## src/rtl/vect_acc_stage.sv

```systemverilog
// Per-lane frame accumulator with one-deep result hold and a valid/ready handshake on both sides.
// Build option: define VACC_SAT_EN to clamp lane results to N bits instead of wrapping.

module vect_acc_lane #(
    parameter int N     = 8,
    parameter int ACC_W = N + 8
) (
    input  logic         clk,
    input  logic         rst,
    input  logic         take,
    input  logic         first,
    input  logic [N-1:0] din,
    output logic [N-1:0] res,
    output logic         sat
);
    localparam logic [ACC_W-1:0] SMAX = {{(ACC_W-N+1){1'b0}}, {(N-1){1'b1}}};
    localparam logic [ACC_W-1:0] SMIN = {{(ACC_W-N+1){1'b1}}, {(N-1){1'b0}}};

    logic [ACC_W-1:0] acc;
    logic [ACC_W-1:0] acc_next;

    // The first beat of a frame discards whatever the previous frame left behind.
    always_comb begin
        acc_next = (first ? '0 : acc) + {{(ACC_W-N){din[N-1]}}, din};
    end

    always_ff @(posedge clk) begin
        if (rst)       acc <= '0;
        else if (take) acc <= acc_next;
    end

`ifdef VACC_SAT_EN
    always_comb begin
        res = acc_next[N-1:0];
        sat = 1'b0;
        if ($signed(acc_next) > $signed(SMAX)) begin
            res = SMAX[N-1:0];
            sat = 1'b1;
        end else if ($signed(acc_next) < $signed(SMIN)) begin
            res = SMIN[N-1:0];
            sat = 1'b1;
        end
    end
`else
    always_comb begin
        res = acc_next[N-1:0];
        sat = 1'b0;
    end
`endif

endmodule

module vect_acc_stage #(
    parameter int N     = 8,
    parameter int M     = 4,
    parameter int ACC_W = N + 8
) (
    input  logic                  clk,
    input  logic                  rst,
    input  logic                  in_valid,
    output logic                  in_ready,
    input  logic [0:M-1][N-1:0]   in_data,
    input  logic                  in_last,
    output logic                  out_valid,
    input  logic                  out_ready,
    output logic [0:M-1][N-1:0]   out_data,
    output logic [M-1:0]          out_sat,
    output logic [7:0]            out_count
);
    typedef enum logic {ACCUM, HOLD} state_t;

    state_t               state;
    logic                 first;
    logic [7:0]           cnt;
    logic                 take;
    logic [7:0]           cnt_next;
    logic [0:M-1][N-1:0]  lane_res;
    logic [M-1:0]         lane_sat;

    assign in_ready  = (state == ACCUM);
    assign out_valid = (state == HOLD);
    assign take      = in_valid && (state == ACCUM);

    always_comb begin
        if (first)            cnt_next = 8'd1;
        else if (cnt == 8'hFF) cnt_next = cnt;
        else                  cnt_next = cnt + 8'd1;
    end

    for (genvar i = 0; i < M; i++) begin : g_lane
        vect_acc_lane #(.N(N), .ACC_W(ACC_W)) u_lane (
            .clk   (clk),
            .rst   (rst),
            .take  (take),
            .first (first),
            .din   (in_data[i]),
            .res   (lane_res[i]),
            .sat   (lane_sat[i])
        );
    end

    always_ff @(posedge clk) begin
        if (rst) begin
            state     <= ACCUM;
            first     <= 1'b1;
            cnt       <= '0;
            out_data  <= '0;
            out_sat   <= '0;
            out_count <= '0;
        end else begin
            case (state)
                ACCUM: if (take) begin
                    cnt   <= cnt_next;
                    first <= in_last;
                    if (in_last) begin
                        out_data  <= lane_res;
                        out_sat   <= lane_sat;
                        out_count <= cnt_next;
                        state     <= HOLD;
                    end
                end
                // Result stays frozen until the consumer takes it; input is stalled meanwhile.
                HOLD: if (out_ready) begin
                    first <= 1'b1;
                    state <= ACCUM;
                end
                default: state <= ACCUM;
            endcase
        end
    end

endmodule

```

## config.mk

```make
export PLATFORM = sky130hd
export DESIGN_NAME = vect_acc_stage
export DESIGN_NICKNAME = d
export VERILOG_FILES = /design/src/rtl/vect_acc_stage.sv
export SDC_FILE = /design/constraint.sdc
export NUM_CORES = 1
export LEC_CHECK = 0
export ABC_AREA = 1
export BUFFER_PORTS_ARGS = -buffer_cell sky130_fd_sc_hd__buf_2
export CAP_MARGIN = 10
export CORE_AREA = 2 2 95 97
export DETAILED_ROUTE_END_ITERATION = 8
export DIE_AREA = 0 0 97 99
export GPL_ROUTABILITY_DRIVEN = 0
export PLACE_DENSITY = 0.79
export SETUP_SLACK_MARGIN = 0.05
export SYNTH_ARGS = -nofsm -noshare
export SYNTH_HDL_FRONTEND = slang
export SYNTH_SLANG_ARGS = --single-unit
```

## constraint.sdc

```tcl
create_clock -name clk -period 2.25 [get_ports clk]
set_input_delay 0.3375 -clock clk [delete_from_list [all_inputs] [get_ports clk]]
set_output_delay 0.3375 -clock clk [all_outputs]
set_load 0.01 [all_outputs]
```

== Word-level counts from Yosys, hierarchy flattened ==
Cells that the tools add are included.

* Bits in registers: 114
* Bits of input ports: 37
* Output and inout bits: 46
* Word-level logic and storage cells: 38

* $add $sub $neg: 5
* Equality and inequality tests: 3
* Mux-type cells: 13
* Bitwise operators: 1
* Reduce and logical (&&, ||, !) cells: 4

{| class="wikitable"
|+ Operator list
! operator !! count
|-
| $add A16 B16 Y16 || 4
|-
| $mux W16 || 4
|-
| $mux W8 || 2
|-
| $add A8 B1 Y8 const B || 1
|-
| $eq A8 B8 Y1 const B || 1
|-
| $mux W1 || 5
|-
| $pmux W1 S2 || 2
|-
| $reduce_and A2 Y1 || 2
|-
| $reduce_and A3 Y1 || 1
|-
| $ne A2 B1 Y1 const B || 1
|-
| $ne A2 B2 Y1 const B || 1
|-
| $logic_and A1 B1 Y1 || 1
|-
| $not A1 Y1 || 1
|}

== Longest topological paths before layout ==
Gate-level depths: netlist (run 1).

* Depth in word-level cells: 4
* Depth in mapped cells: 15
* Depth with buffers taken out: 13

== By module ==
Synthesis (run 1) repeated with hierarchy kept, for this count alone.

* Cells, all modules: 742
* Area, all modules: 5087.4 sq um

{| class="wikitable"
|+ By module, submodules not included
! module !! times used !! cells an instance !! area an instance (sq um) !! seq. area each (sq um)
|-
| vect_acc_lane || 4 || 117 || 733.2 || 160.2
|-
| vect_acc_stage || 1 || 274 || 2154.6 || 1081.0
|}

== Least setup slack after synthesis (run 1) ==
Ideal clock, no wire load.

* Path kind: reg-to-reg
* Start: register first
* End: register g_lane[3].u_lane.acc[3]
* Setup time: 0.109 ns
* Data arrival time: 1.790 ns
* Required time: 2.141 ns
* Slack: 0.351 ns
* Stages on the path, launching flop included: 11
* Path buffers: 2
* Period minus slack after synthesis: 1.899 ns
* Cell sequence: dfxtp_1 -> buf_2 -> clkbuf_1 -> nor2_1 -> ha_1 -> or2_2 -> nand2_1 -> xor2_1 -> nand2_1 -> nand2_1 -> inv_1

* Longest elaborated chain between the ends: 2

{| class="wikitable"
|+ Ends and longest elaborated chain
! element !! RTL line !! RTL
|-
| start, declared || 73 || <nowiki>logic first;</nowiki>
|-
| start signal, assigned || 114 || <nowiki>first <= in_last;</nowiki>
|-
| $mux W16 || 24 || <nowiki>acc_next = (first ? '0 : acc) + {{(ACC_W-N){din[N-1]}}, din};</nowiki>
|-
| $add A16 B16 Y16 || 24 ||
|-
| end signal, assigned || 29 || <nowiki>else if (take) acc <= acc_next;</nowiki>
|-
| end, declared || 19 || <nowiki>logic [ACC_W-1:0] acc;</nowiki>
|}

Every way passes these cells.
A chain may end at the register's enable or synchronous reset.

== Worst setup path after layout (run 1) ==
* Start: register first
* End: register g_lane[0].u_lane.acc[4]

* Longest elaborated chain between the ends: 2

{| class="wikitable"
|+ Ends and longest elaborated chain
! element !! RTL line
|-
| $mux W16 || 24
|-
| $add A16 B16 Y16 || 24
|-
| end signal, assigned || 29
|-
| end, declared || 19
|}

Every way passes these cells.

==> results of run 1 <==
## layout make-up
cell class | count | area [µm²] | share of cell area
multi-input combinational | 483 | 2490 | 0.466
timing repair buffer | 85 | 443 | 0.0828
clock inverter | 4 | 26.3 | 0.00491
clock buffer | 11 | 151 | 0.0283
sequential | 82 | 1640 | 0.307
tap | 108 | 135 | 0.0253
inverter | 122 | 463 | 0.0865
## worst reg2reg max path: cells and delay by family, from the launching register on
family | cells | cell delay (ns)
DFF | 1 | 0.36
and+or+nand+nor | 5 | 0.48
xor gates and xnor gates | 1 | 0.18
adders and majority gates | 2 | 0.58
buffers and inverters | 3 | 0.31
## synthesized netlist by cell type (3+ instances only)
| library cell | n | share of area |
|---|---|---|
| nand3b_1 | 6 | 0.0095 |
| buf_2 | 5 | 0.0053 |
| fa_1 | 4 | 0.017 |
| a21oi_1 | 49 | 0.052 |
| buf_4 | 9 | 0.014 |
| inv_1 | 115 | 0.091 |
| xnor2_1 | 4 | 0.0074 |
| o21ai_0 | 29 | 0.030 |
| dfxtp_1 | 82 | 0.34 |
| clkbuf_1 | 10 | 0.0079 |
| ha_1 | 29 | 0.076 |
| a211oi_1 | 3 | 0.0047 |
| inv_2 | 5 | 0.0039 |
| o21a_1 | 5 | 0.0079 |
| xor2_1 | 8 | 0.015 |
| buf_6 | 4 | 0.0095 |
| o211ai_1 | 3 | 0.0047 |
| nand4_1 | 4 | 0.0053 |
| nand3_1 | 38 | 0.040 |
| nor2_1 | 56 | 0.044 |
| or2_2 | 3 | 0.0039 |
| o21ai_1 | 10 | 0.011 |
| nand2_1 | 217 | 0.17 |
## flip-flops by register name (all words and copies together) (netlist names)
signal,flops
g_lane.u_lane.acc,32
out_count,8
out_data,32
out_valid,1
first,1
cnt,8
## cells in the final DEF (no fill, tap or decap)
| master | netlist | final |
|---|---|---|
| inv_4 | 2 | 2 |
| o21a_1 | 5 | 5 |
| nand3_1 | 38 | 38 |
| xnor2_1 | 4 | 4 |
| nand3b_1 | 6 | 6 |
| dfxtp_1 | 82 | 82 |
| nand2_8 | 1 | 1 |
| buf_2 | 5 | 78 |
| conb_1 | 1 | 4 |
| inv_1 | 115 | 115 |
| nand2_2 | 2 | 2 |
| or2_2 | 3 | 3 |
| o211ai_1 | 3 | 3 |
| inv_6 | 0 | 1 |
| o31ai_1 | 1 | 1 |
| clkinv_2 | 0 | 2 |
| fa_1 | 4 | 4 |
| xor2_1 | 8 | 8 |
| o21ai_1 | 10 | 10 |
| nor2_1 | 56 | 56 |
| inv_2 | 5 | 5 |
| a211oi_1 | 3 | 3 |
| clkinvlp_4 | 0 | 1 |
| nand4_1 | 4 | 4 |
| nor2_2 | 1 | 1 |
| nand2_1 | 217 | 217 |
| a21oi_1 | 49 | 49 |
| buf_4 | 9 | 7 |
| clkbuf_8 | 0 | 11 |
| ha_1 | 29 | 29 |
| a22o_1 | 2 | 2 |
| a22oi_1 | 1 | 1 |
| o21bai_1 | 1 | 1 |
| nand2_4 | 2 | 2 |
| o21ai_0 | 29 | 29 |
## cell families after synthesis
logic type	Yosys count	share of synthesized area
flip-flops	82	0.345
AO/OA/AOI/OAI	104	0.118
adder cells (fa/ha/maj)	33	0.0931
buffers and inverters	150	0.134
AND/OR/NAND/NOR	330	0.287
XOR/XNOR	12	0.0221
other	1	0.000788
## final timing paths
| check | start | to | slack [ns] | cells past startpoint |
|---|---|---|---|---|
| worst max-delay path | first | g_lane[0].u_lane.acc[4] | 0.23 | 11 |
| worst min-delay path | out_ready | out_valid | 0.18 | 2 |
| worst max register to register | first | g_lane[0].u_lane.acc[4] | 0.23 | 11 |
| worst min register to register | out_data[23] | out_data[23] | 0.45 | 2 |
## power breakdown
| group | total [mW] | switching [mW] | internal (mW) |
|---|---|---|---|
| Combinational | 0.652 | 0.414 | 0.238 |
| Clock | 1.00 | 0.545 | 0.456 |
| Sequential | 1.61 | 0.0549 | 1.56 |
| Total | 3.26 | 1.01 | 2.25 |
## metal layers
| layer | vias up | track usage | routed length [µm] |
|---|---|---|---|
| met2 | 144 | 0.423 | 5550 |
| met5 | - | 0 | 0 |
| li1 | 2340 | - | - |
| met1 | 2062 | 0.304 | 5240 |
| met3 | 13 | 0.0426 | 693 |
| met4 | 0 | 0.0802 | 136 |
==> results_dict.tcl, run 1 <==
set metrics [dict create \
    outcome "complete, no violations" \
    post_cts_buffers 0 \
    drv_slew 0 \
    root_buffer "clkbuf_8" \
    ys_types 33 \
    crit_slowest_cell "fa_1" \
    crit_buf_inv 3 \
    dr_total_vias 4559 \
    drt-total-wl_mm 11.6 \
    crit_arrival_ns 2.26 \
    worstSetupEndpointType "flop" \
    timing.final.crit_share 0.897 \
    cpLargestDelayFamily "adder cells" \
    cp.required_ns 2.49 \
    drt-wirelength-per-cell_um 13.0 \
    syn2layout_area_growth_pct 12.4 \
    hold_viol 0 \
    insertedDiodeCount 0 \
    power.density_mw_per_mm2 610 \
    place_inst 880 \
    synthCells 712 \
    finalPower_mw 3.26 \
    fin_tns_setup_ns 0 \
    fin_cells 895 \
    grt_antenna_before_repair 0 \
    drtIter0Drc 202 \
    dp_slack_ns 0.278 \
    power.leakage_nw 2.98 \
    netlist_area_mm2 0.00476 \
    hold_path_class "in2reg" \
    grt_pass1_vias 4245 \
    place_area_mm2 0.00517 \
    cts_tree "yes" \
    fin_hold_ws_ns 0.182 \
    rows 34 \
    hpwlAfterDp_mm 8.18 \
    synth_seq_cells 82 \
    gr-usage-all-layers 0.242 \
    layout_setup_ws_ns 0.231 \
    drv_cap 0 \
    drc 0 \
    ctsHoldBuffers 0 \
    ys_warn_count 0 \
    slew-limit-headroom 0.619 \
    clk_path_buf_depth 2 \
    synth_edf_count 0 \
    critPathLaunchType "flop" \
    die_area_mm2 0.00960 \
    cpPeakStageDelay_ns 0.41 \
    worst_pin_slew_ns 0.570 \
    cts_resized 0 \
    io_pins 83 \
    synth_ff_type "dfxtp_1" \
    cts.sinks 82 \
    portBuffers 78 \
    final_nets 853 \
    critPathKind "reg2reg" \
    h-tree-depth 3 \
    worst_path_most_repeated_cell "nor2_1" \
    ant_nets 0 \
    dr.pass1.iters 5 \
    synth.avg_cell_area_um2 6.68 \
    period_minus_slack_ns 2.02 \
    grt_pass1_wl_mm 19.0 \
    final-setup-viol-count 0 \
    path_max_fanout 16 \
    die_w_um 97 \
    fillers 763 \
    ir_drop_v 0.000403 \
    clk_latency_ns 0.35 \
    rsz0062_at_grt "false" \
    routed_via_density 5.09 \
    overflow 0 \
    async_flop_share 0 \
    drive_above_1_share 0.147 \
    ys_seq_area_frac 0.345 \
    start_util 0.557 \
    skew_ns 0.0136 \
    final_util 0.626 \
    numCtsBuffers 9 \
    core_area_mm2 0.00855 \
    path_cells "buf_4, nor2_1, ha_1, inv_1, fa_1, nor2_1, nor2_1, xor2_1, nand2_1, nand2_1, inv_1" \
    die_y_um 99 \
    fmax_mhz 495 \
    clk_pin_slew_worst_paths_ns 0.09 \
    final_cell_area_mm2 0.00535 \
    grt_max_degree 48 \
]
Note: power is estimated with default switching activity, not from simulation.
==> run 2, diff against run 1 <==
PLACE_DENSITY = 0.88   (was 0.79)
==> results_dict.tcl, run 2 (synthesized netlist as in run 1, its figures left out) <==
set metrics [dict create \
    clk_latency_ns 0.35 \
    root_buffer "clkbuf_8" \
    cts.sinks 82 \
    ctsHoldBuffers 0 \
    path_max_fanout 13 \
    use_met2 0.433 \
    critPathLaunchType "flop" \
    grt_antenna_before_repair 0 \
    rows 34 \
    die_w_um 97 \
    final-setup-viol-count 0 \
    use_met3 0.0333 \
    combPwrFrac 0.201 \
    drt-wirelength-per-cell_um 12.7 \
    die_area_mm2 0.00960 \
    clk_path_buf_depth 2 \
    intPower_mw 2.21 \
    met1_usage 0.300 \
    numCtsBuffers 9 \
    drive_above_1_share 0.146 \
    routed_via_density 5.08 \
    cp.required_ns 2.50 \
    slew-limit-headroom 0.606 \
    power.leakage_nw 2.97 \
    ant_nets 0 \
    fillers 830 \
    portBuffers 78 \
    worst_pin_slew_ns 0.590 \
    start_util 0.557 \
    dp_slack_ns 0.377 \
    hold_path_class "in2reg" \
    crit_arrival_ns 2.15 \
    dr_total_vias 4541 \
    place_inst 879 \
    drt-total-wl_mm 11.4 \
    power.switching_mw 0.997 \
    grt_pass1_vias 4296 \
    timing.final.crit_share 0.843 \
    drc 0 \
    busiest_layer "met2" \
    hold_viol 0 \
    drv_slew 0 \
    worstSetupEndpointType "flop" \
    fin_tns_setup_ns 0 \
    core_area_mm2 0.00855 \
    drtIter0Drc 153 \
    netSwitchingFraction 0.311 \
    rsz0062_at_grt "false" \
    hold_start "out_ready" \
    io_pins 83 \
    dr.pass1.iters 5 \
    multi_input_area_mm2 0.00249 \
    skew_ns 0.0116 \
    clk_pin_slew_worst_paths_ns 0.08 \
    cts_tree "yes" \
    grt_max_degree 48 \
    final_common_cell "nand2_1" \
    fmax_mhz 527 \
    post_cts_buffers 0 \
    cts_resized 0 \
    hpwlAfterDp_mm 8.14 \
    top_regs "g_lane.u_lane.acc: 32 flops, out_data: 32 flops" \
    h-tree-depth 3 \
    mostFrequentLayoutCells "nand2_1, inv_1, dfxtp_1" \
    period_minus_slack_ns 1.90 \
    final_nets 852 \
    fin_cells 894 \
    layout_setup_ws_ns 0.354 \
    die_y_um 99 \
    outcome "complete, no violations" \
    critPathKind "reg2reg" \
    power.density_mw_per_mm2 602 \
    insertedDiodeCount 0 \
    ir_drop_v 0.000366 \
    syn2layout_area_growth_pct 12.1 \
    fin_hold_ws_ns 0.189 \
    gr-usage-all-layers 0.243 \
    cp-startpoint "first" \
    grt_pass1_wl_mm 19.1 \
    power_frac_clock 0.298 \
    timing.rr.start "first" \
    finalPower_mw 3.21 \
    seq_area_mm2 0.00164 \
    drv_cap 0 \
    overflow 0 \
    seq_power_share 0.502 \
]
==> run 2: changes by cell type in the layout (fill, tap and decap cells not counted) <==
cell      change
buf_4         -1
clkbuf_8      -1
clkinv_2      +1
clkinv_4      +1
inv_6         -1
==> run 2: power by group through the flow <==
stage | clock network [mW] | registers [mW] | logic [mW]
floorplan | 0 | 1.65 | 0.452
global placement | 0 | 1.64 | 0.620
detailed placement | 0 | 1.64 | 0.637
CTS | 0.961 | 1.61 | 0.641
global route | 1.02 | 1.62 | 0.731
finish | 0.956 | 1.61 | 0.644
==> run 2: path summary, 6_finish.rpt <==
check                            endpoint  slack [ns]  cells past startpoint
setup / recovery  g_lane[1].u_lane.acc[4]        0.35                     11
hold / removal                  out_valid        0.19                      2
setup reg to reg  g_lane[1].u_lane.acc[4]        0.35                     11
hold reg to reg               out_data[6]        0.45                      2
==> run 2: final cells by class <==
type | count | area share
inverter | 122 | 0.0868
clock buffer | 10 | 0.0258
multi-input combinational | 483 | 0.467
clock inverter | 5 | 0.00586
sequential | 82 | 0.308
timing repair buffer | 84 | 0.0816
tap | 108 | 0.0253
==> run 2: worst max-delay path, cell delays in order (launching register included) <==
cell     delay [ns]
dfxtp_1        0.34
buf_4          0.19
nor2_1         0.12
ha_1           0.17
inv_1          0.05
fa_1           0.41
nor2_1         0.12
nor2_1         0.05
xor2_1         0.16
nand2_1        0.07
nand2_1        0.07
inv_1          0.03
==> run 2: stage by stage <==
| stage | cell area (µm²) | util |
|---|---|---|
| after floorplan | 4770 | - |
| after global placement | 5170 | 0.604 |
| after detailed placement | 5170 | 0.604 |
| after CTS | 5340 | 0.624 |
| after global routing | 5340 | 0.624 |
| final | 5340 | 0.624 |
==> run 2: layer usage <==
| layer | up-vias | routed length, µm |
|---|---|---|
| met1 | 2038 | 4990 |
| met4 | 0 | 247 |
| met5 | - | 0 |
| met3 | 22 | 697 |
| met2 | 145 | 5430 |
| li1 | 2336 | - |
